## src/rtl/nibble_sort_pkg.sv

```systemverilog
// ---------------------------------------------------------------------------
// nibble_sort_pkg
// Shared definitions for the nibble sorter: controller state encoding,
// default batch geometry and the width of the swap counter.
// ---------------------------------------------------------------------------
package nibble_sort_pkg;

    typedef enum logic [1:0] {
        LOAD  = 2'd0,
        SORT  = 2'd1,
        DRAIN = 2'd2
    } state_t;

    localparam int N_ITEMS_DEFAULT = 4;
    localparam int WIDTH_DEFAULT   = 4;

    // Bits needed to count every swap of a worst-case (reversed) batch,
    // which is n*(n-1)/2 swaps.
    function automatic int swap_width(input int n);
        return $clog2(n * (n - 1) / 2 + 1);
    endfunction

endpackage

```

## src/rtl/nibble_sorter_gt.sv

```systemverilog
// ---------------------------------------------------------------------------
// nibble_gt
// The single unsigned magnitude comparator shared by the whole sort.
// Ports:
//   a, b : WIDTH-bit unsigned operands
//   gt   : 1 when a > b (strictly); equal operands give 0
// ---------------------------------------------------------------------------
module nibble_gt #(
    parameter int WIDTH = 4
) (
    input  logic [WIDTH-1:0] a,
    input  logic [WIDTH-1:0] b,
    output logic             gt
);

    assign gt = (a > b);

endmodule

```

## src/rtl/nibble_sorter.sv

```systemverilog
// ---------------------------------------------------------------------------
// nibble_sorter
// Loads N_ITEMS unsigned values, bubble-sorts them in place using one
// comparison per clock through a single shared comparator, then streams
// them out smallest first.
// Ports:
//   clk, rst            : rising-edge clock, asynchronous active-high reset
//   in_valid/in_ready   : load handshake, in_data is the value
//   out_valid/out_ready : drain handshake, out_data is the next sorted value
//   busy                : high while sorting or draining
//   swaps               : swaps performed by the last completed sort
// ---------------------------------------------------------------------------
module nibble_sorter
    import nibble_sort_pkg::*;
#(
    parameter int N_ITEMS = N_ITEMS_DEFAULT,
    parameter int WIDTH   = WIDTH_DEFAULT
) (
    input  logic                            clk,
    input  logic                            rst,
    input  logic                            in_valid,
    output logic                            in_ready,
    input  logic [WIDTH-1:0]                in_data,
    output logic                            out_valid,
    input  logic                            out_ready,
    output logic [WIDTH-1:0]                out_data,
    output logic                            busy,
    output logic [swap_width(N_ITEMS)-1:0]  swaps
);

    localparam int IW = (N_ITEMS > 1) ? $clog2(N_ITEMS) : 1;
    localparam int SW = swap_width(N_ITEMS);

    localparam logic [IW-1:0] LAST_IDX = IW'(N_ITEMS - 1);
    localparam logic [IW-1:0] LAST_CMP = IW'(N_ITEMS - 2);

    state_t           state;
    logic [WIDTH-1:0] slots [N_ITEMS];
    logic [IW-1:0]    wr_idx;
    logic [IW-1:0]    rd_idx;
    logic [IW-1:0]    cmp_idx;
    logic [IW-1:0]    pass_cnt;
    logic [SW-1:0]    swap_cnt;
    logic             pass_swapped;

    logic [WIDTH-1:0] cmp_a;
    logic [WIDTH-1:0] cmp_b;
    logic             gt;
    logic [SW-1:0]    swap_cnt_next;
    logic             pass_swapped_next;

    // The adjacent pair under test is muxed into the one comparator.
    assign cmp_a = slots[cmp_idx];
    assign cmp_b = slots[cmp_idx + IW'(1)];

    nibble_gt #(.WIDTH(WIDTH)) u_gt (
        .a  (cmp_a),
        .b  (cmp_b),
        .gt (gt)
    );

    // Counter and flag as they stand after this cycle's compare, so the
    // end-of-pass decision and the published count include the last swap.
    assign swap_cnt_next     = swap_cnt + SW'(gt);
    assign pass_swapped_next = pass_swapped | gt;

    // Handshake and status outputs decode the state register only.
    assign in_ready  = (state == LOAD);
    assign out_valid = (state == DRAIN);
    assign busy      = (state != LOAD);
    assign out_data  = slots[rd_idx];

    // NOTE: all state here is updated with non-blocking assignments so the
    // swap below reads both old slot values before either is overwritten.
    always_ff @(posedge clk or posedge rst) begin
        if (rst) begin
            state        <= LOAD;
            wr_idx       <= '0;
            rd_idx       <= '0;
            cmp_idx      <= '0;
            pass_cnt     <= '0;
            swap_cnt     <= '0;
            pass_swapped <= 1'b0;
            swaps        <= '0;
            // NOTE: the slot array is small and must read as zero after
            // reset, so it is reset like ordinary registers rather than
            // being left to infer a RAM.
            for (int k = 0; k < N_ITEMS; k++) begin
                slots[k] <= '0;
            end
        end else begin
            unique case (state)
                LOAD: begin
                    if (in_valid) begin
                        slots[wr_idx] <= in_data;
                        if (wr_idx == LAST_IDX) begin
                            state        <= SORT;
                            wr_idx       <= '0;
                            cmp_idx      <= '0;
                            pass_cnt     <= '0;
                            swap_cnt     <= '0;
                            pass_swapped <= 1'b0;
                        end else begin
                            wr_idx <= wr_idx + IW'(1);
                        end
                    end
                end

                SORT: begin
                    // Strictly greater only: equal values keep their order.
                    if (gt) begin
                        slots[cmp_idx]          <= cmp_b;
                        slots[cmp_idx + IW'(1)] <= cmp_a;
                    end
                    swap_cnt     <= swap_cnt_next;
                    pass_swapped <= pass_swapped_next;

                    if (cmp_idx == LAST_CMP) begin
                        // A clean pass means sorted; N-1 passes always suffice.
                        if (!pass_swapped_next || pass_cnt == LAST_CMP) begin
                            state  <= DRAIN;
                            swaps  <= swap_cnt_next;
                            rd_idx <= '0;
                        end else begin
                            pass_cnt     <= pass_cnt + IW'(1);
                            cmp_idx      <= '0;
                            pass_swapped <= 1'b0;
                        end
                    end else begin
                        cmp_idx <= cmp_idx + IW'(1);
                    end
                end

                DRAIN: begin
                    if (out_ready) begin
                        if (rd_idx == LAST_IDX) begin
                            state  <= LOAD;
                            rd_idx <= '0;
                            wr_idx <= '0;
                        end else begin
                            rd_idx <= rd_idx + IW'(1);
                        end
                    end
                end

                default: state <= LOAD;
            endcase
        end
    end

endmodule

```

## config.mk

```make
export PLATFORM = sky130hd
export DESIGN_NAME = nibble_sorter
export DESIGN_NICKNAME = d
export VERILOG_FILES = /design/src/rtl/nibble_sort_pkg.sv /design/src/rtl/nibble_sorter_gt.sv /design/src/rtl/nibble_sorter.sv
export SDC_FILE = /design/constraint.sdc
export NUM_CORES = 1
export LEC_CHECK = 0
export CAP_MARGIN = 20
export CELL_PAD_IN_SITES_DETAIL_PLACEMENT = 0
export CELL_PAD_IN_SITES_GLOBAL_PLACEMENT = 1
export CORE_ASPECT_RATIO = 1.75
export CORE_MARGIN = 2
export CORE_UTILIZATION = 50
export CTS_BUF_LIST = sky130_fd_sc_hd__clkbuf_4 sky130_fd_sc_hd__clkbuf_8 sky130_fd_sc_hd__clkbuf_16
export DETAILED_ROUTE_END_ITERATION = 10
export GPL_TIMING_DRIVEN = 1
export PLACE_DENSITY = 0.9
export SETUP_SLACK_MARGIN = 0.02
export SYNTH_ARGS = -nofsm -noshare
export SYNTH_HDL_FRONTEND = slang
export SYNTH_SLANG_ARGS = --single-unit
```

## constraint.sdc

```tcl
create_clock -name clk -period 6.5 [get_ports clk]
set_input_delay 1.95 -clock clk [delete_from_list [all_inputs] [get_ports clk]]
set_output_delay 1.95 -clock clk [all_outputs]
set_load 0.03 [all_outputs]
```

==> flow_summary.json, run 1 <==
{
  "achievable-frequency_mhz": 253,
  "layout_cell_share_with_drive_strength_beyond_1_pct": 20.5,
  "hold_slack_ps": 477,
  "crit-reg2reg-launch": "cmp_idx[0]",
  "detail_route.first_pass.iterations": 5,
  "final_common_cell": "sky130_fd_sc_hd__dfrtp_1",
  "share_of_the_core_filled_with_cells_in_the_final_layout_pct": 58.9,
  "rsz0062_at_grt": "no",
  "synth_warnings": 0,
  "drc": 0,
  "clock-skew-final_ps": 3.49,
  "dp_hpwl_um": 4800,
  "setup_viol_count_final": 0,
  "slew_violations": 0,
  "worst_r2r_endpoint": "swaps[2]",
  "r2r_setup_slack_ps": 2770,
  "grt_start_max_net_pins": 34,
  "area_growth_pct": 12.3,
  "dr_total_vias": 1985,
  "critPathLaunchType": "register",
  "postSynthAreaPerCell_sq_um": 10.8,
  "die_y_um": 97.0,
  "hold_violations": 0,
  "fin_crit_ps": 3950,
  "detail-route-antenna-nets": 0,
  "pin_count": 18,
  "cts-root-buf": "sky130_fd_sc_hd__clkbuf_8",
  "arrival_ps": 2000,
  "num_clock_sinks": 33,
  "endpoint_kind": "output pin",
  "floorplan.initialDensity_pct": 52.4,
  "crit_path_top_delay_cell": "sky130_fd_sc_hd__clkdlybuf4s50_1",
  "worst_setup_hold_path_clk_slew_ps": 60,
  "post-route-cell-area_sq_mm": 0.00277,
  "hold_class": "register to register",
  "count_of_unique_library_cells_instantiated_by_yosys": 39,
  "max_stage_delay_ps": 600,
  "post_drt_via_cell_ratio": 6.71,
  "critical_path.max_fanout": 8,
  "first_pass_grt_wire_length_um": 10700,
  "placedInstanceArea_sq_mm": 0.00267,
  "filler_cell_count": 426,
  "async_reset_ff_share_pct": 100,
  "rr_worst_depth": 12,
  "synth_seq_area_share_pct": 33.5,
  "routabilityCongestion": 0.963,
  "finish.net_count": 269,
  "maxCapViolations": 0,
  "ys_seq_elements": 33,
  "clk_latency_ps": 290,
  "grt_antenna_before_repair": 0,
  "timing_worst_setup_path_type": "register to output pin",
  "via_count_of_the_first_global_routing_pass": 2100,
  "diodes": 0,
  "most-common-layout-cells": "sky130_fd_sc_hd__dfrtp_1 (33), sky130_fd_sc_hd__nand2_1 (26), sky130_fd_sc_hd__ha_1 (18)",
  "postCtsHoldBufs": 0,
  "drt_first_iter_violations": 75,
  "area_enclosed_by_the_die_boundary_sq_mm": 0.00554,
  "finalWirelength_um": 6410,
  "grt-ovfl-total": 0,
  "synth_nets": 254,
  "relSlewSlack_pct": 32.3,
  "cts.path.max_buffers": 2,
  "tightest_slew_ps": 1020,
  "htree_num_levels": 2,
  "cts_tree": "done",
  "post_cts_resized": 0,
  "result_of_the_run": "finished clean",
  "mappedNetlistArea_sq_mm": 0.00247,
  "cts_inserted_buffers": 5,
  "routedWlPerCell_um": 21.7,
  "floorplan.die.width_um": 57.1,
  "syn_inst": 228,
  "cp-startpoint": "rd_idx[0]",
  "buffer_count_from_post_cts_setup_fixing": 0,
  "timing.critical_path.cells": "mux4_2, clkdlybuf4s50_1",
  "numPortBuffers": 17,
  "critical_path.endpoint": "out_data[3]",
  "period_utilization_pct": 60.7,
  "rows": 33,
  "tns_ps": 0,
  "global_route_total_usage_across_every_layer_pct": 25.1,
  "dominant_synthesized_flop_cell": "sky130_fd_sc_hd__dfrtp_1",
  "synth-edff-count": 0,
  "core_area_sq_mm": 0.00471,
  "critPathRequiredTime_ps": 4550
}
## how the worst min path moves through the flow
| stage | slack (ps) | endpoint | depth (start not counted) | from |
|---|---|---|---|---|
| final | 480 | pass_cnt[0] | 1 | pass_cnt[0] |
| after global routing | 500 | pass_cnt[0] | 1 | pass_cnt[0] |
| after global placement | 460 | pass_cnt[0] | 1 | pass_cnt[0] |
| after detailed placement | 470 | pass_cnt[0] | 1 | pass_cnt[0] |
| after floorplan | 450 | pass_cnt[0] | 1 | pass_cnt[0] |
| after CTS | 480 | pass_cnt[0] | 1 | pass_cnt[0] |
## synth_stat cells, types with 3 or more instances
| cell type | number | share of area (%) |
|---|---|---|
| sky130_fd_sc_hd__clkbuf_1 | 5 | 0.76 |
| sky130_fd_sc_hd__ha_1 | 18 | 9.1 |
| sky130_fd_sc_hd__a32oi_1 | 17 | 6.0 |
| sky130_fd_sc_hd__dfrtp_1 | 33 | 33 |
| sky130_fd_sc_hd__nor2_1 | 6 | 0.91 |
| sky130_fd_sc_hd__o21ai_0 | 10 | 2.0 |
| sky130_fd_sc_hd__a21oi_4 | 4 | 2.6 |
| sky130_fd_sc_hd__a21oi_1 | 6 | 1.2 |
| sky130_fd_sc_hd__buf_2 | 3 | 0.61 |
| sky130_fd_sc_hd__mux4_2 | 12 | 11 |
| sky130_fd_sc_hd__a22o_1 | 4 | 1.4 |
| sky130_fd_sc_hd__nor2b_1 | 4 | 1.0 |
| sky130_fd_sc_hd__nand2b_1 | 3 | 0.76 |
| sky130_fd_sc_hd__nand2_1 | 26 | 4.0 |
| sky130_fd_sc_hd__mux2_2 | 3 | 1.4 |
| sky130_fd_sc_hd__nand3_1 | 15 | 3.0 |
| sky130_fd_sc_hd__inv_1 | 15 | 2.3 |
| sky130_fd_sc_hd__mux2_4 | 16 | 9.7 |
## critical path: cells and delay by family, from the launching register on
| family | cells | cell delay [ps] |
|---|---|---|
| multiplexers | 1 | 550 |
| flip-flops | 1 | 560 |
| buffers and inverters | 1 | 600 |
## layout make-up
| cell class | instances | area [sq um] | share of cell area, % |
|---|---|---|---|
| Clock buffer | 7 | 96.3 | 3.48 |
| Inverter | 15 | 56.3 | 2.03 |
| Sequential cell | 33 | 826 | 29.8 |
| Multi-Input combinational cell | 169 | 1540 | 55.5 |
| Tap cell | 52 | 65.1 | 2.35 |
| Clock inverter | 1 | 5.00 | 0.181 |
| Timing Repair Buffer | 19 | 185 | 6.68 |
## state kept, by name (all words and copies together), names as in the netlist
name          count
pass_cnt          2
wr_idx            2
pass_swapped      1
cmp_idx           2
slots            16
state             2
rd_idx            2
swaps             3
swap_cnt          3
## per-layer routing
layer	track usage (%)	share of wire (%)	vias to the layer above	routed length (um)
met5	0	0	-	0
met4	12.9	4.2	0	270
met3	3.88	4.5	21	288
met2	44.8	55	76	3540
met1	27.7	36	1004	2320
li1	-	-	884	-
## metrics by stage
stage                     worst slack, ps  instances
final                                2550        296
after global routing                 2490        296
after CTS                            2540        296
after detailed placement             2570        288
after global placement               2610        288
after floorplan                      3180        228
## cell families (layout without fill, tap and decap cells)
group | Yosys count | in the layout | synth area share [%]
AO/OA/AOI/OAI | 55 | 55 | 18.2
XOR/XNOR | 1 | 1 | 0.355
adder cells (fa/ha/maj) | 18 | 18 | 9.12
buffers and inverters | 26 | 42 | 4.26
flip-flops | 33 | 33 | 33.5
multiplexers | 31 | 31 | 22.0
AND/OR/NAND/NOR | 64 | 64 | 12.5
Power of run 1 is left out: the tool's default activity adds up to more than one toggle a clock period on the data nets, which glitch-free logic cannot reach.
==> run 2: changes to the inputs <==
--- a/config.mk
+++ b/config.mk
@@ -10,11 +10,11 @@
 export CELL_PAD_IN_SITES_GLOBAL_PLACEMENT = 1
 export CORE_ASPECT_RATIO = 1.75
 export CORE_MARGIN = 2
-export CORE_UTILIZATION = 50
+export CORE_UTILIZATION = 47
 export CTS_BUF_LIST = sky130_fd_sc_hd__clkbuf_4 sky130_fd_sc_hd__clkbuf_8 sky130_fd_sc_hd__clkbuf_16
 export DETAILED_ROUTE_END_ITERATION = 10
 export GPL_TIMING_DRIVEN = 1
-export PLACE_DENSITY = 0.9
+export PLACE_DENSITY = 0.86
 export SETUP_SLACK_MARGIN = 0.02
 export SYNTH_ARGS = -nofsm -noshare
 export SYNTH_HDL_FRONTEND = slang
==> constraint.sdc (replaced) <==
create_clock -name clk -period 3.75 [get_ports clk]
set_input_delay 1.125 -clock clk [delete_from_list [all_inputs] [get_ports clk]]
set_output_delay 1.125 -clock clk [all_outputs]
set_load 0.03 [all_outputs]
==> flow_summary.json, run 2 (synthesis gave the netlist of run 1 again) <==
{
  "result_of_the_run": "finished, violations left",
  "violated_checks": "design-rule violations",
  "tns_ps": 0,
  "post-route-cell-area_sq_mm": 0.00280,
  "start_point_of_the_worst_hold_path": "pass_cnt[0]",
  "cts_tree": "done",
  "slew_violations": 0,
  "placedInstanceArea_sq_mm": 0.00270,
  "routabilityCongestion": 0.959,
  "grt_most_used_layer": "met2",
  "timing.critical_path.cells": "inv_1, ha_1, mux4_2, inv_1, ha_1, a21oi_1, nor2b_1, a211oi_2, nor2_1, mux2_2",
  "worst_setup_hold_path_clk_slew_ps": 70,
  "dr_total_vias": 1927,
  "postCtsHoldBufs": 0,
  "global_route.usage.met3_pct": 3.48,
  "arrival_ps": 3420,
  "share_of_the_core_filled_with_cells_in_the_final_layout_pct": 55.7,
  "globalRouteMet1Util_pct": 25.7,
  "relSlewSlack_pct": 58.7,
  "clk_latency_ps": 290,
  "critPathBufInv": 2,
  "filler_cell_count": 453,
  "global_route_total_usage_across_every_layer_pct": 23.6,
  "critPathLaunchType": "register",
  "post_drt_via_cell_ratio": 6.40,
  "finish.net_count": 272,
  "detail_route.first_pass.iterations": 7,
  "diodes": 0,
  "most-common-layout-cells": "sky130_fd_sc_hd__dfrtp_1 (33), sky130_fd_sc_hd__nand2_1 (26), sky130_fd_sc_hd__ha_1 (18)",
  "die_y_um": 99.9,
  "num_clock_sinks": 33,
  "crit_path_top_delay_cell": "sky130_fd_sc_hd__dfrtp_1",
  "top_regs": "slots: 16 flops, swap_cnt: 3 flops, swaps: 3 flops",
  "critical_path.max_fanout": 8,
  "floorplan.die.width_um": 58.8,
  "via_count_of_the_first_global_routing_pass": 1931,
  "floorplan.initialDensity_pct": 49.2,
  "detail-route-antenna-nets": 0,
  "first_pass_grt_wire_length_um": 10100,
  "max_stage_delay_ps": 540,
  "finalWirelength_um": 6440,
  "final_common_cell": "sky130_fd_sc_hd__dfrtp_1",
  "drc": 2,
  "largest_register_ff_count": 16,
  "timing_worst_setup_path_type": "register to register",
  "pin_count": 18,
  "rows": 34,
  "area_growth_pct": 13.3,
  "power.density_mw_per_mm2": 1070,
  "total_power_w": 0.00299,
  "setup_viol_count_final": 0,
  "core_area_sq_mm": 0.00502,
  "period_utilization_pct": 86.3,
  "path_delay_family": "multiplexers",
  "grt_start_max_net_pins": 30,
  "hold_violations": 0,
  "drt_first_iter_violations": 118,
  "crit-reg2reg-launch": "cmp_idx[1]",
  "numPortBuffers": 17,
  "cp-startpoint": "cmp_idx[1]",
  "layout_cell_share_with_drive_strength_beyond_1_pct": 21.5,
  "endpoint_kind": "register",
  "grt-ovfl-total": 0,
  "fin_crit_ps": 3240,
  "cts.path.max_buffers": 2,
  "routedWlPerCell_um": 21.4,
  "area_enclosed_by_the_die_boundary_sq_mm": 0.00587,
  "cts-root-buf": "sky130_fd_sc_hd__clkbuf_8",
  "grt_antenna_before_repair": 0,
  "dp_cells": 293,
  "dp_hpwl_um": 4870,
  "achievable-frequency_mhz": 309,
  "cts_inserted_buffers": 5,
  "post_cts_resized": 0,
  "buffer_count_from_post_cts_setup_fixing": 0,
  "regMostFlops": "slots",
  "clock-skew-final_ps": 6.92,
  "hold_class": "register to register",
  "cellLeakagePower_nw": 1.26,
  "layoutNonFillerInstCount": 301,
  "rsz0062_at_grt": "no",
  "critPathRequiredTime_ps": 3930,
  "gr-usage-met2_pct": 41.2,
  "htree_num_levels": 2,
  "maxCapViolations": 0,
  "peakVddDrop_uv": 639,
  "tightest_slew_ps": 619
}
[run 2: cell types whose count changed in the layout (fill, tap and decap cells not counted), sizes merged]
cell / change
buf: +3
[run 2: cell type report]
class	count	area, sq um	area share, %
clock buffer	7	96.3	3.45
clock inverter	1	5.00	0.179
inverter	15	56.3	2.01
multi-input combinational	169	1540	55.0
sequential	33	826	29.5
tap	54	67.6	2.42
timing repair buffer	22	208	7.43
[run 2: routing by layer]
| layer | wire, um | up-vias |
|---|---|---|
| li1 | - | 897 |
| met1 | 2300 | 940 |
| met2 | 3560 | 72 |
| met3 | 280 | 18 |
| met4 | 299 | 0 |
| met5 | 0 | - |
[run 2: path summary, 6_finish.rpt]
kind                               endpoint  slack [ps]  cells past startpoint
worst max-delay path               swaps[1]         510                     10
worst min-delay path            pass_cnt[0]         480                      1
worst max register to register     swaps[1]         510                     10
worst min register to register  pass_cnt[0]         480                      1
max in group asynchronous          slots[7]        1860                      3
min in group asynchronous         rd_idx[1]        1200                      2
[run 2: per-stage QoR]
step	worst slack, ps	hold WS (ps)
after floorplan	631	449
after global placement	597	464
after detailed placement	556	467
after CTS	518	484
after global routing	279	498
final	512	483
[run 2: report_power, final]
group          total [W]  internal [W]  switching (W)
combinational    0.00201      0.000896        0.00112
sequential      0.000672      0.000494       0.000177
clock           0.000306      0.000166       0.000140
total            0.00299       0.00156        0.00143
(Power assumes the default switching activity.)
==> run 3: changes to the inputs <==
--- a/config.mk
+++ b/config.mk
@@ -14,8 +14,10 @@
 export CTS_BUF_LIST = sky130_fd_sc_hd__clkbuf_4 sky130_fd_sc_hd__clkbuf_8 sky130_fd_sc_hd__clkbuf_16
 export DETAILED_ROUTE_END_ITERATION = 10
 export GPL_TIMING_DRIVEN = 1
+export MAX_ROUTING_LAYER = met4
 export PLACE_DENSITY = 0.86
 export SETUP_SLACK_MARGIN = 0.02
+export SLEW_MARGIN = 5
 export SYNTH_ARGS = -nofsm -noshare
 export SYNTH_HDL_FRONTEND = slang
 export SYNTH_SLANG_ARGS = --single-unit
==> flow_summary.json, run 3 (synthesis gave the netlist of run 1 again) <==
{
  "postCtsHoldBufs": 0,
  "crit-reg2reg-launch": "cmp_idx[1]",
  "clk_latency_ps": 290,
  "maxCapViolations": 0,
  "timing_worst_setup_path_type": "register to register",
  "pin_count": 18,
  "power.switching_fraction_pct": 47.9,
  "endpoint_kind": "register",
  "arrival_ps": 3410,
  "routedWlPerCell_um": 21.4,
  "die_y_um": 99.9,
  "critPathRequiredTime_ps": 3930,
  "grt_start_max_net_pins": 30,
  "clock-skew-final_ps": 7.17,
  "fin_crit_ps": 3230,
  "relSlewSlack_pct": 59.2,
  "r2r_setup_slack_ps": 520,
  "cp-startpoint": "cmp_idx[1]",
  "period_utilization_pct": 86.1,
  "area_enclosed_by_the_die_boundary_sq_mm": 0.00587,
  "grt-ovfl-total": 0,
  "via_count_of_the_first_global_routing_pass": 1929,
  "cellLeakagePower_nw": 1.26,
  "p_switching_w": 0.00143,
  "peakVddDrop_uv": 639,
  "htree_num_levels": 2,
  "most-common-layout-cells": "sky130_fd_sc_hd__dfrtp_1 (33), sky130_fd_sc_hd__nand2_1 (26), sky130_fd_sc_hd__ha_1 (18)",
  "numPortBuffers": 17,
  "finish.net_count": 272,
  "floorplan.die.width_um": 58.8,
  "cts_tree": "done",
  "cts.path.max_buffers": 2,
  "power_report.internal_total_w": 0.00156,
  "cts_inserted_buffers": 5,
  "globalRouteMet1Util_pct": 25.9,
  "power.share.sequential_pct": 22.5,
  "achievable-frequency_mhz": 310,
  "start_point_of_the_worst_hold_path": "pass_cnt[0]",
  "tns_ps": 0,
  "share_comb_of_total_power_pct": 67.2,
  "hold_slack_ps": 483,
  "routabilityCongestion": 0.976,
  "power.density_mw_per_mm2": 1070,
  "first_pass_grt_wire_length_um": 10100,
  "final_common_cell": "sky130_fd_sc_hd__dfrtp_1",
  "grt_most_used_layer": "met2",
  "dp_hpwl_um": 4870,
  "drt_first_iter_violations": 104,
  "num_clock_sinks": 33,
  "detail-route-antenna-nets": 0,
  "critPathLaunchType": "register",
  "result_of_the_run": "finished, violations left",
  "slew_violations": 0,
  "diodes": 0,
  "rsz0062_at_grt": "no",
  "setup_viol_count_final": 0,
  "buffer_count_from_post_cts_setup_fixing": 0,
  "rows": 34,
  "layout_cell_share_with_drive_strength_beyond_1_pct": 21.5,
  "place_worst_setup_slack_ps": 556,
  "filler_cell_count": 453,
  "cts-root-buf": "sky130_fd_sc_hd__clkbuf_8",
  "area_growth_pct": 13.3,
  "global_route.usage.met3_pct": 3.48,
  "hold_violations": 0,
  "worst_setup_hold_path_clk_slew_ps": 70,
  "regMostFlops": "slots",
  "floorplan.initialDensity_pct": 49.2,
  "core_area_sq_mm": 0.00502,
  "post_cts_resized": 0,
  "post_drt_via_cell_ratio": 6.49,
  "critical_path.max_fanout": 8,
  "dr_total_vias": 1953,
  "tightest_slew_ps": 611,
  "grt_antenna_before_repair": 0,
  "hold_class": "register to register",
  "drc": 2,
  "global_route_total_usage_across_every_layer_pct": 24.3,
  "clock_power_share_pct": 10.2,
  "violated_checks": "design-rule violations",
  "largest_register_ff_count": 16,
  "finalWirelength_um": 6450,
  "gr-usage-met2_pct": 41.2,
  "final_critical_path_setup_slack_ps": 522,
  "detail_route.first_pass.iterations": 7,
  "top_regs": "slots: 16 flops, swap_cnt: 3 flops, swaps: 3 flops"
}
-- run 3: cell type report --
type | count | area (sq um) | share of cell area, %
sequential | 33 | 826 | 29.5
clock buffer | 7 | 96.3 | 3.45
clock inverter | 1 | 5.00 | 0.179
multi-input combinational | 169 | 1540 | 55.0
tap | 54 | 67.6 | 2.42
inverter | 15 | 56.3 | 2.01
timing repair buffer | 22 | 208 | 7.43
-- run 3: power by group through the flow --
| stage | logic, W | clock network [W] | registers [W] |
|---|---|---|---|
| after global routing | 0.00217 | 0.000327 | 0.000695 |
| final | 0.00201 | 0.000306 | 0.000673 |
| after global placement | 0.00197 | 0 | 0.000673 |
| after detailed placement | 0.00200 | 0 | 0.000678 |
| after CTS | 0.00201 | 0.000316 | 0.000672 |
| after floorplan | 0.00154 | 0 | 0.000608 |
-- run 3: path summary, 6_finish.rpt --
path                                     to  cells after the start
worst max-delay path               swaps[1]                     10
worst min-delay path            pass_cnt[0]                      1
worst max register to register     swaps[1]                     10
worst min register to register  pass_cnt[0]                      1
max in group asynchronous          slots[7]                      3
min in group asynchronous         rd_idx[1]                      2
-- run 3: through the flow --
step | area [sq um] | instances | total power, W | util, %
floorplan | 2470 | 228 | 0.00214 | -
finish | 2800 | 301 | 0.00299 | 55.7
CTS | 2800 | 301 | 0.00299 | 55.7
global route | 2800 | 301 | 0.00320 | 55.7
detailed placement | 2700 | 293 | 0.00267 | 53.7
global placement | 2700 | 293 | 0.00264 | 53.7
-- run 3: per-layer routing --
metal / vias to the layer above / wire length, um
li1: 896 / -
met1: 959 / 2340
met2: 76 / 3500
met3: 22 / 277
met4: 0 / 332
met5: - / 0
-- run 3: critical path: stages, from the launching register on --
cell and delay (ps):
sky130_fd_sc_hd__dfrtp_1 540, sky130_fd_sc_hd__inv_1 150, sky130_fd_sc_hd__ha_1 390, sky130_fd_sc_hd__mux4_2 390
sky130_fd_sc_hd__inv_1 80, sky130_fd_sc_hd__ha_1 250, sky130_fd_sc_hd__a21oi_1 280, sky130_fd_sc_hd__nor2b_1 250
sky130_fd_sc_hd__a211oi_2 120, sky130_fd_sc_hd__nor2_1 280, sky130_fd_sc_hd__mux2_2 380
==> RTL change 1, RTL diff (settings of run 2) <==
Set the package constant `WIDTH_DEFAULT` to 6 (it was 4).
--- a/src/rtl/nibble_sort_pkg.sv
+++ b/src/rtl/nibble_sort_pkg.sv
@@ -12,7 +12,7 @@
     } state_t;
 
     localparam int N_ITEMS_DEFAULT = 4;
-    localparam int WIDTH_DEFAULT   = 4;
+    localparam int WIDTH_DEFAULT   = 6;
 
     // Bits needed to count every swap of a worst-case (reversed) batch,
     // which is n*(n-1)/2 swaps.
Ports: changed (resized in_data and out_data); port bits go from 18 to 22. No check against the original RTL was run, so the function may have changed too.
==> RTL change 1 against run 2 <==
  * First-iteration DRC count rose by 72%
  * Area after synthesis increased by 27%
  * Final area is 28% higher
  * Cell count grew 32%
  * Clock power increased by 69%
  * Clock skew decreased by 1.1 ps
  * Worst setup slack got worse by 110 ps
  * Routed wire length rose by 28%
  * Total power is 22% higher
  * Sequential cell count is 8 higher
  * Combinational power rose by 17%
==> RTL change 1: results (changes against run 2) <==
[grt]
global_route.usage.met3_pct = 4.91  ; was 3.48%
gr-usage-all-layers_pct = 25.0  ; was 23.6%
pin_count_of_the_biggest_net_entering_global_routing = 42  ; was 30
global_routing_met2_resource_utilization_pct = 42.6  ; was 41.2%
number_of_global_route_vias_before_repair = 2624  ; was 1,931
global_route_wire_length_before_repair_um = 13500  ; was 10,100 um

[final_layout]
drive_above_1_share_pct = 21.7  ; was 21.5%
fin_nets = 343  ; was 272
reg.largest.list = slots (24), swap_cnt (3), swaps (3)  ; was slots (16), swap_cnt (3), swaps (3)
filler_cell_count = 571  ; was 453

[yosys]
seq_area_frac_synth_pct = 32.7  ; was 33.5%
synth_nets = 329  ; was 254
netlist-cell-type-count = 46  ; was 39
synth.top_cells.by_count = sky130_fd_sc_hd__nand2_1 (62), sky130_fd_sc_hd__dfrtp_1 (41), sky130_fd_sc_hd__mux2_2 (26)  ; was sky130_fd_sc_hd__dfrtp_1 (33), sky130_fd_sc_hd__nand2_1 (26), sky130_fd_sc_hd__ha_1 (18)

[timing]
post-route-min-period_ps = 3350  ; was 3240 ps
clock-skew-final_ps = 5.80  ; was 6.92 ps
worst_pin_slew_ps = 652  ; was 619 ps

[route]
drt_pre_antenna_iters = 4  ; was 7
drt_wl_total_um = 8240  ; was 6440 um
number_of_vias_after_detailed_routing = 2474  ; was 1,927
drt_drc_violations_left = 0  ; was 2

[worst_hold_path]
hold_start = swap_cnt[2]  ; was pass_cnt[0]

[critical_path]
worstPathArrival_ps = 3530  ; was 3420 ps
setup.reg_to_reg.worst_slack_ps = 400  ; was 510 ps
timing.critical_path.slowest_cell_delay_ps = 710  ; was 540 ps

[clock_network]
clock_root_buffer = sky130_fd_sc_hd__clkbuf_16  ; was sky130_fd_sc_hd__clkbuf_8

[place]
hpwlAfterDp_um = 5990  ; was 4870 um
gpl.final_weighted_congestion = 0.925  ; was 0.959

[power]
peakVddDrop_mv = 0.557  ; was 0.639 mV
power.clock.fraction_pct = 14.1  ; was 10.2%

[status]
run_status = finished, final reports clean  ; was finished with violations

[RTL change 1: cell count changes after synthesis, sizes merged, moves of 8 or more]
cell | before | now
a22oi | 0 | 27
a32oi | 17 | 0
dfrtp | 33 | 41
mux2 | 19 | 27
nand2 | 26 | 62
nand3 | 15 | 4
[RTL change 1: worst paths after layout]
check,to,cells past startpoint
setup reg to reg,swaps[1],8
max in group asynchronous,rd_idx[1],3
hold reg to reg,swap_cnt[2],1
min in group asynchronous,slots[22],3
setup / recovery,swaps[1],8
hold / removal,swap_cnt[2],1
[RTL change 1: area by class of cell]
type / count / area, sq um / area share [%]
multi-input combinational: 225 / 1970 / 55.1
sequential: 41 / 1030 / 28.8
timing repair buffer: 25 / 240 / 6.73
clock buffer: 7 / 146 / 4.10
tap: 82 / 103 / 2.88
inverter: 15 / 56.3 / 1.58
clock inverter: 1 / 30.0 / 0.842
[RTL change 1: per-stage QoR]
stage / cells / hold WS (ps) / cell area [sq um]
after floorplan: 299 / 461 / 3130
after detailed placement: 388 / 502 / 3390
after global routing: 396 / 535 / 3570
final: 396 / 507 / 3570
after CTS: 396 / 515 / 3570
after global placement: 388 / 482 / 3390
[RTL change 1: worst max-delay path: cells and delay by family, from the launching register on]
kind / cells / cell delay (ps)
AND/OR/NAND/NOR: 2 / 420
multiplexers: 2 / 1100
buffers and inverters: 1 / 290
AO/OA/AOI/OAI: 2 / 710
adder cells (fa/ha/maj): 1 / 370
flip-flops: 1 / 340
[RTL change 1: kinds of logic (layout without fill, tap and decap cells)]
group           count (synthesis)  count (layout)  share of synthesized area [%]
compound gates                 59              59                           15.8
xor+xnor                        1               1                          0.279
fa+ha+maj                      20              20                           7.98
buf+inv                        33              48                           4.51
flops                          41              41                           32.7
mux                            45              45                           23.1
simple gates                  100             100                           15.6
==> RTL change 2, RTL diff (settings of run 2) <==
Made on the original files. The 3 states of `state_t` get a one-hot encoding in 3 bits.
--- a/src/rtl/nibble_sort_pkg.sv
+++ b/src/rtl/nibble_sort_pkg.sv
@@ -5,10 +5,10 @@
 // ---------------------------------------------------------------------------
 package nibble_sort_pkg;
 
-    typedef enum logic [1:0] {
-        LOAD  = 2'd0,
-        SORT  = 2'd1,
-        DRAIN = 2'd2
+    typedef enum logic [2:0] {
+        LOAD  = 3'b001,
+        SORT  = 3'b010,
+        DRAIN = 3'b100
     } state_t;
 
     localparam int N_ITEMS_DEFAULT = 4;
Behaviour: same outputs for any inputs over 10 cycles, from zero or initial values and one cycle with rst high; not proved beyond that.
==> RTL change 2 against run 2 <==
  * Sequential power decreased by 13%
  * Core utilization down 0.27 points
  * Worst setup slack got worse by 220 ps
  * Routed wire length up 5.2%
  * Sequential cell count rose by 1
  * Worst hold slack gained 27 ps
  * Area after synthesis grew 4.6%
  * Total power is 28% lower
  * Final area grew 5.1%
  * Critical endpoint is now swaps[2]
  * Largest cell class unchanged
  * Largest power group unchanged
  * Highest routed layer unchanged
==> RTL change 2: results (changes against run 2) <==
[timing]
clock-skew-final_ps = 16.6  ; was 6.92 ps

[route]
detailedRoute.firstIterationViolations = 97  ; was 118
drt_pre_antenna_iters = 4  ; was 7
post_drt_wl_per_cell_um = 19.5  ; was 21.4 um
drt_wl_total_um = 6770  ; was 6440 um

[critical_path]
crit_path_top_delay_cell = sky130_fd_sc_hd__ha_2  ; was sky130_fd_sc_hd__dfrtp_1
crit_family = adder cells  ; was multiplexers
setup.reg_to_reg.worst_slack_ps = 290  ; was 510 ps
timing.reg2reg.worst_path_depth = 13  ; was 10
worstPathArrival_ps = 3630  ; was 3420 ps
crit-reg2reg-capture = swaps[2]  ; was swaps[1]

[grt]
global_route_wire_length_before_repair_um = 10800  ; was 10,100 um
gr-usage-all-layers_pct = 24.2  ; was 23.6%
pin_count_of_the_biggest_net_entering_global_routing = 22  ; was 30

[power]
switching_power_uw = 978  ; was 1.43 mW
power.static_leakage_nw = 1.27  ; was 1.26 nW
peakVddDrop_mv = 0.429  ; was 0.639 mV

[final_layout]
fin_nets = 299  ; was 272

[status]
run_status = finished, final reports clean  ; was finished with violations

[yosys]
synth_nets = 282  ; was 254
synth.top_cells.by_count = sky130_fd_sc_hd__dfrtp_1 (33), sky130_fd_sc_hd__ha_1 (18), sky130_fd_sc_hd__nand3_1 (17)  ; was sky130_fd_sc_hd__dfrtp_1 (33), sky130_fd_sc_hd__nand2_1 (26), sky130_fd_sc_hd__ha_1 (18)
postSynthAreaPerCell_sq_um = 10.1  ; was 10.8 sq um
synth_top_cells_by_area = sky130_fd_sc_hd__dfrtp_1 (32%), sky130_fd_sc_hd__ha_1 (8.7%), sky130_fd_sc_hd__mux4_2 (7.0%)  ; was sky130_fd_sc_hd__dfrtp_1 (33%), sky130_fd_sc_hd__mux4_2 (11%), sky130_fd_sc_hd__mux2_4 (9.7%)
seq_area_frac_synth_pct = 33.0  ; was 33.5%

[place]
placed_cells = 340  ; was 293
hpwlAfterDp_um = 5130  ; was 4870 um
dpl_cell_area_sq_mm = 0.00284  ; was 0.00270 sq mm

[worst_hold_path]
hold_start = swap_cnt[2]  ; was pass_cnt[0]

[RTL change 2: worst max path at each step]
stage | start | endpoint | slack [ps]
final | cmp_idx[1] | swaps[2] | 290
after floorplan | cmp_idx[0] | swaps[2] | 170
after global routing | cmp_idx[1] | swaps[2] | 40
after global placement | cmp_idx[0] | swaps[2] | 390
after detailed placement | cmp_idx[1] | swaps[2] | 240
after CTS | cmp_idx[1] | swaps[2] | 230
[RTL change 2: per-layer routing]
metal / GRT usage, % / up-vias / routed length, um
met2: 40.3 / 77 / 3350
met4: 17.9 / 0 / 518
met3: 3.29 / 28 / 248
met5: 0 / - / 0
met1: 27.2 / 1013 / 2660
li1: - / 998 / -
[RTL change 2: cells by family after synthesis]
family          count (synthesis)  synth area share, %
flops                          34                 33.0
compound gates                 68                 18.3
xor+xnor                        1                0.339
fa+ha+maj                      18                 8.73
simple gates                   66                 14.3
mux                            40                 20.9
buf+inv                        29                 4.36
[RTL change 2: metrics by stage]
stage / utilization, % / hold slack (ps) / power, mW / worst slack, ps
6_report: 55.4 / 511 / 2.16 / 290
5_1_grt: 55.4 / 519 / 2.31 / 40.4
4_1_cts: 55.4 / 512 / 2.15 / 227
3_5_place_dp: 53.6 / 494 / 1.85 / 238
3_3_place_gp: 53.6 / 475 / 1.84 / 388
2_1_floorplan: - / 460 / 1.50 / 172
[RTL change 2: layout make-up]
cell class                      instances  area, sq um
Fill cell                             503         2360
Multi-Input combinational cell        193         1620
Sequential cell                        34          852
Timing Repair Buffer                   23          215
Clock buffer                            8         97.6
Tap cell                               74         92.6
Inverter                               16         61.3
[RTL change 2: power groups by stage]
| stage | clock (mW) | sequential [mW] | combinational (mW) |
|---|---|---|---|
| after floorplan | 0 | 0.539 | 0.966 |
| after global placement | 0 | 0.586 | 1.25 |
| after detailed placement | 0 | 0.589 | 1.26 |
| after CTS | 0.299 | 0.582 | 1.27 |
| after global routing | 0.318 | 0.597 | 1.40 |
| final | 0.298 | 0.583 | 1.28 |
